--- config.mk ---
export PLATFORM = sky130hd
export DESIGN_NAME = key_expand_seq
export DESIGN_NICKNAME = d
export VERILOG_FILES = /design/src/rtl/key_expand_seq.sv
export SDC_FILE = /design/constraint.sdc
export NUM_CORES = 1
export LEC_CHECK = 0
export ABC_AREA = 1
export CORE_MARGIN = 2
export CORE_UTILIZATION = 35
export CTS_CLUSTER_DIAMETER = 40
export DETAILED_ROUTE_END_ITERATION = 16
export GPL_TIMING_DRIVEN = 0
export PLACE_DENSITY = 0.62
export SYNTH_ARGS = -nofsm -noshare
export SYNTH_HDL_FRONTEND = slang
export SYNTH_SLANG_ARGS = --single-unit
--- constraint.sdc ---
create_clock -name clk_i -period 14.4 [get_ports clk_i]
set_input_delay 2.88 -clock clk_i [delete_from_list [all_inputs] [get_ports clk_i]]
set_output_delay 2.88 -clock clk_i [all_outputs]
set_load 0.1 [all_outputs]
--- src/rtl/key_expand_seq.sv ---
// Sequencer for one Blowfish/bcrypt ExpandKey pass: chains 521 feistel
// encryptions and streams each 64-bit result into P, then S1..S4.
module key_expand_seq #(
    parameter int NUM_P     = 18,
    parameter int S_ENTRIES = 256
) (
    input  logic         clk_i,
    input  logic         reset_i,
    input  logic         start_i,
    input  logic         salt_en_i,
    input  logic [127:0] salt_i,
    output logic         f_start_o,
    output logic [31:0]  f_l_o,
    output logic [31:0]  f_r_o,
    input  logic [31:0]  f_result_l_i,
    input  logic [31:0]  f_result_r_i,
    input  logic         f_done_i,
    output logic         wr_en_o,
    output logic [2:0]   wr_sel_o,
    output logic [7:0]   wr_addr_o,
    output logic [31:0]  wr_data_o,
    output logic         busy_o,
    output logic         done_o
);

    localparam int NUM_BLK = (NUM_P + 4 * S_ENTRIES) / 2;
    localparam logic [9:0]  LAST_BLK = 10'(NUM_BLK - 1);
    localparam logic [10:0] P_WORDS  = 11'(NUM_P);

    typedef enum logic [2:0] {
        ST_IDLE,
        ST_LAUNCH,
        ST_WAIT_F,
        ST_WR_L,
        ST_WR_R,
        ST_DONE
    } state_t;

    state_t      state_q, state_d;
    logic [31:0] cl_q, cl_d;
    logic [31:0] cr_q, cr_d;
    logic [9:0]  k_q, k_d;
    logic        salt_en_q, salt_en_d;
    logic [31:0] f_l_q, f_l_d;
    logic [31:0] f_r_q, f_r_d;

    // Salt split into four words, most significant first
    logic [31:0] salt_w [4];
    genvar gi;
    generate
        for (gi = 0; gi < 4; gi++) begin : g_salt
            assign salt_w[gi] = salt_i[127 - 32*gi -: 32];
        end
    endgenerate

    logic [31:0] sw_hi, sw_lo;
    logic [10:0] word;
    logic [9:0]  s_word;

    always_comb begin
        state_d   = state_q;
        cl_d      = cl_q;
        cr_d      = cr_q;
        k_d       = k_q;
        salt_en_d = salt_en_q;
        f_l_d     = 32'd0;
        f_r_d     = 32'd0;
        sw_hi     = 32'd0;
        sw_lo     = 32'd0;

        case (state_q)
            ST_IDLE: begin
                if (start_i) begin
                    salt_en_d = salt_en_i;
                    cl_d      = 32'd0;
                    cr_d      = 32'd0;
                    k_d       = 10'd0;
                    state_d   = ST_LAUNCH;
                end
            end
            ST_LAUNCH: state_d = ST_WAIT_F;
            ST_WAIT_F: begin
                if (f_done_i) begin
                    cl_d    = f_result_l_i;
                    cr_d    = f_result_r_i;
                    state_d = ST_WR_L;
                end
            end
            ST_WR_L: state_d = ST_WR_R;
            ST_WR_R: begin
                if (k_q == LAST_BLK) begin
                    state_d = ST_DONE;
                end else begin
                    k_d     = k_q + 10'd1;
                    state_d = ST_LAUNCH;
                end
            end
            ST_DONE: state_d = ST_IDLE;
            default: state_d = ST_IDLE;
        endcase

        // Block operands are formed from the values the block will launch with
        if (salt_en_d) begin
            sw_hi = salt_w[{k_d[0], 1'b0}];
            sw_lo = salt_w[{k_d[0], 1'b1}];
        end
        if (state_d == ST_LAUNCH) begin
            f_l_d = cl_d ^ sw_hi;
            f_r_d = cr_d ^ sw_lo;
        end else if (state_d == ST_WAIT_F) begin
            f_l_d = f_l_q;
            f_r_d = f_r_q;
        end
    end

    always_ff @(posedge clk_i or posedge reset_i) begin
        if (reset_i) begin
            state_q   <= ST_IDLE;
            cl_q      <= 32'd0;
            cr_q      <= 32'd0;
            k_q       <= 10'd0;
            salt_en_q <= 1'b0;
            f_l_q     <= 32'd0;
            f_r_q     <= 32'd0;
        end else begin
            state_q   <= state_d;
            cl_q      <= cl_d;
            cr_q      <= cr_d;
            k_q       <= k_d;
            salt_en_q <= salt_en_d;
            f_l_q     <= f_l_d;
            f_r_q     <= f_r_d;
        end
    end

    // Word index 2k / 2k+1; S-box words are offset past the P array
    assign word   = {k_q, (state_q == ST_WR_R)};
    assign s_word = word[9:0] - P_WORDS[9:0];

    always_comb begin
        f_start_o = (state_q == ST_LAUNCH);
        f_l_o     = f_l_q;
        f_r_o     = f_r_q;
        busy_o    = (state_q == ST_LAUNCH) || (state_q == ST_WAIT_F) ||
                    (state_q == ST_WR_L)   || (state_q == ST_WR_R);
        done_o    = (state_q == ST_DONE);
        wr_en_o   = 1'b0;
        wr_sel_o  = 3'd0;
        wr_addr_o = 8'd0;
        wr_data_o = 32'd0;
        if ((state_q == ST_WR_L) || (state_q == ST_WR_R)) begin
            wr_en_o   = 1'b1;
            wr_data_o = (state_q == ST_WR_L) ? cl_q : cr_q;
            if (word < P_WORDS) begin
                wr_addr_o = word[7:0];
            end else begin
                wr_sel_o  = {1'b0, s_word[9:8]} + 3'd1;
                wr_addr_o = s_word[7:0];
            end
        end
    end

endmodule
==> impl_results.md, run 1 <==
* Highest Signal Layer: met4
* Logic pwr share at 67.7%
* Commonest non-fill, non-tap cell in the layout: nand2_1
* CP Launch Type: flip-flop
* Slowest cell on the critical path: clkdlybuf4s50_1
* Clk buf depth at 2
* Root Buffer: clkbuf_16
* Clock power share at 13.1%
* Dpl hpwl at 28700 µm
* Part of the power in registers at 19.1%
* Internal power at 0.00142 W
* Resize count post-CTS at 0
* Outcome: completed
* Maximum achievable frequency at 145 MHz
* Clk_skew at 0.0119 ns
* Via count at 10800
* Initial antenna violation count at 4
* I/O Pins at 308
* Post-Syn Area at 9260 µm²
* Endpoints failing setup at 0
* Tmin final at 6.90 ns
* Total power at 0.00359 W
* Share of layout cells above drive strength 1 at 3.72%
* Data required time of the worst path at 11.52 ns
* RSZ-0062 raised after global routing: false
* Seq/Total Area, Yosys at 38.4%
* Worst path cell trace: inv_1 -> nor3_1 -> clkbuf_1 -> clkbuf_1 -> a21oi_1 -> a21oi_1 -> clkdlybuf4s50_1
* Design area at 13400 µm²
* Relative slew slack at 27.7%
* Crit. End Element: output port
* Routed Antenna Nets at 0
* Vias in the first global route at 10300
* Yosys warns at 0
* Largest net degree at the start of global routing at 84
* Flops & latches, synth at 142
* DR pass1 iterations at 5
* Met1 wire length at 15700 µm
* CTS tree: done
* Peak VDD IR at 0.000165 V
* Post-DP Area at 12800 µm²
* Initial core utilization at 35.6%
* Setup TNS at 0 ns
* Syn nets at 1637
* Clock insertion delay at the later pin of the skew report at 0.42 ns
* Max Slew Vio Count at 0
* Finished Core Util at 51.5%
* Routability cong. at 0.892
* Iter 0 DRT Violations at 1074
* Synth Instances at 1437
* Final WL at 37100 µm
* Crit path max fanout at 10
* Die X at 167 µm
* Worst hold path class: reg2reg
* Max Cap Violations at 0
* Commonest cells after routing, fill and taps aside: 409 x nand2_1, 306 x clkdlybuf4s50_1, 279 x inv_1
* Die Ht at 167 µm
* Fin Hold WS at 0.479 ns
* Number of fill cells at 2640
* Layout net count at 1963
* Clock transition at path regs at 0.06 ns
* Post-CTS setup buffer count at 0
* Vias per inst at 5.10
* Hold buffer count at cts at 0
* CP peak stage delay at 1.20 ns
* Htree depth at 4
* CTS sink cnt at 142
* DRC at 0
* Clock buffer count from CTS at 17
* Area delta synth->final at 44.6%
* Syn_area_per_cell at 6.44 µm²
* Critical Path AT at 4.02 ns
* Wire per inst at 17.6 µm
* Pwr per Cell Area at 268 nW/µm²
* WS Path Type: reg2out
* Fin crit share at 47.9%
* Port Buffer Count at 306
* Core Box Area at 26000 µm²
* Final Hold Fails at 0
* Leak Pwr at 6.49 nW
* First-pass GRT wire length at 57300 µm
* Metal3 WL at 3000 µm
* Sw Ratio at 60.4%
* Synth unique cells at 24
* Row count at 59
* WL met2 at 17300 µm
* GRT overflow at 0
* Worst slew pin tran at 1.08 ns
* Sw power at 0.00216 W
* GRT Util Overall at 26.4%
* DIE AREA at 27800 µm²
-- cell usage after synthesis, drive strengths merged --
| master | number | area share, % |
|---|---|---|
| nand2 | 409 | 17 |
| a211oi | 1 | 0.081 |
| xnor2 | 1 | 0.095 |
| buf | 38 | 2.0 |
| clkinv | 1 | 0.041 |
| nor3 | 8 | 0.55 |
| clkbuf | 47 | 1.9 |
| mux2i | 2 | 0.22 |
| o21ai | 139 | 7.5 |
| a21oi | 72 | 3.9 |
| o22ai | 3 | 0.20 |
| o211ai | 1 | 0.081 |
| nand4 | 67 | 4.5 |
| dfrtp | 142 | 38 |
| inv | 281 | 11 |
| nor2 | 14 | 0.59 |
| nand3 | 201 | 11 |
| ha | 3 | 0.41 |
| xor2 | 6 | 0.57 |
| o31ai | 1 | 0.081 |
-- state kept, by name, summed over array words and instances (netlist names) --
register,flops
f_r_o,32
cr_q,32
cl_q,32
f_l_o,32
salt_en_q,1
state_q,3
k_q,10
-- worst paths after layout --
path	start	slack, ns	depth (start not counted)	endpoint
setup reg to reg	state_q[0]$_DFF_PP0_	11.65	8	f_l_o[29]$_DFFE_PP0P_
setup / recovery	state_q[1]$_DFF_PP0_	7.50	7	wr_data_o[28]
hold / removal	f_r_o[2]$_DFFE_PP0P_	0.48	2	f_r_o[2]$_DFFE_PP0P_
min in group asynchronous	reset_i	2.90	2	f_r_o[25]$_DFFE_PP0P_
hold reg to reg	f_r_o[2]$_DFFE_PP0P_	0.48	2	f_r_o[2]$_DFFE_PP0P_
max in group asynchronous	reset_i	10.62	3	cl_q[6]$_DFF_PP0_
-- area by class of cell --
| type | instances | area, µm² | share of cell area, % |
|---|---|---|---|
| repair buffers | 307 | 3090 | 23.1 |
| well taps | 335 | 419 | 3.13 |
| plain buffers | 85 | 360 | 2.69 |
| diodes | 2 | 5.00 | 0.0374 |
| multi-input cells | 928 | 4280 | 32.0 |
| clock buffers | 20 | 447 | 3.34 |
| clock inverters | 10 | 165 | 1.23 |
| inverters | 282 | 1060 | 7.94 |
| flip-flops and latches | 142 | 3550 | 26.5 |
-- critical path, delay by kind of cell, from the launching register on --
kind	cells	cell delay (ns)
simple gates	1	0.31
buf+inv	4	2.39
compound gates	2	0.47
flops	1	0.42
-- routing by layer --
metal  GRT usage, %  up-vias
li1               -     5213
met1           34.8     4948
met2           43.4      544
met3           4.71       65
met4           9.78        0
met5              0        -
-- kinds of logic after synthesis --
logic type	share of synthesized area (%)
buffers and inverters	15.3
muxes	0.216
xor gates and xnor gates	0.662
and+or+nand+nor	33.1
DFF	38.4
adders and majority gates	0.406
AOI/OAI and AO/OA	11.9
-- power by group through the flow --
stage | Sequential, W | Combinational (W) | Clock (W)
finish | 0.000685 | 0.00243 | 0.000471
detailed placement | 0.000688 | 0.00242 | 0
global route | 0.000707 | 0.00258 | 0.000494
CTS | 0.000685 | 0.00242 | 0.000478
global placement | 0.000688 | 0.00239 | 0
floorplan | 0.00132 | 0.00107 | 0
-- per-stage QoR --
| step | std cells | setup WS [ns] |
|---|---|---|
| floorplan | 1437 | 7.42 |
| global placement | 2078 | 5.23 |
| detailed placement | 2079 | 7.90 |
| CTS | 2109 | 7.44 |
| global route | 2109 | 7.34 |
| finish | 2111 | 7.50 |
Power figures use the tool's default switching activity.
==> run 2, diff against run 1 <==
==> constraint.sdc (replaced) <==
create_clock -name clk_i -period 6.6 [get_ports clk_i]
set_input_delay 1.32 -clock clk_i [delete_from_list [all_inputs] [get_ports clk_i]]
set_output_delay 1.32 -clock clk_i [all_outputs]
set_load 0.1 [all_outputs]
==> results of run 2 <==
The final DEF is identical to that of run 1. Status: completed.
Among the figures that moved: setup slack after placement 7.90 ns -> 1.66 ns; setup slack after layout 7.50 ns -> 1.26 ns; register-to-register setup slack 11.65 ns -> 3.85 ns; total power 0.00359 W -> 0.00782 W; worst IR drop on VDD 0.000165 V -> 0.000361 V
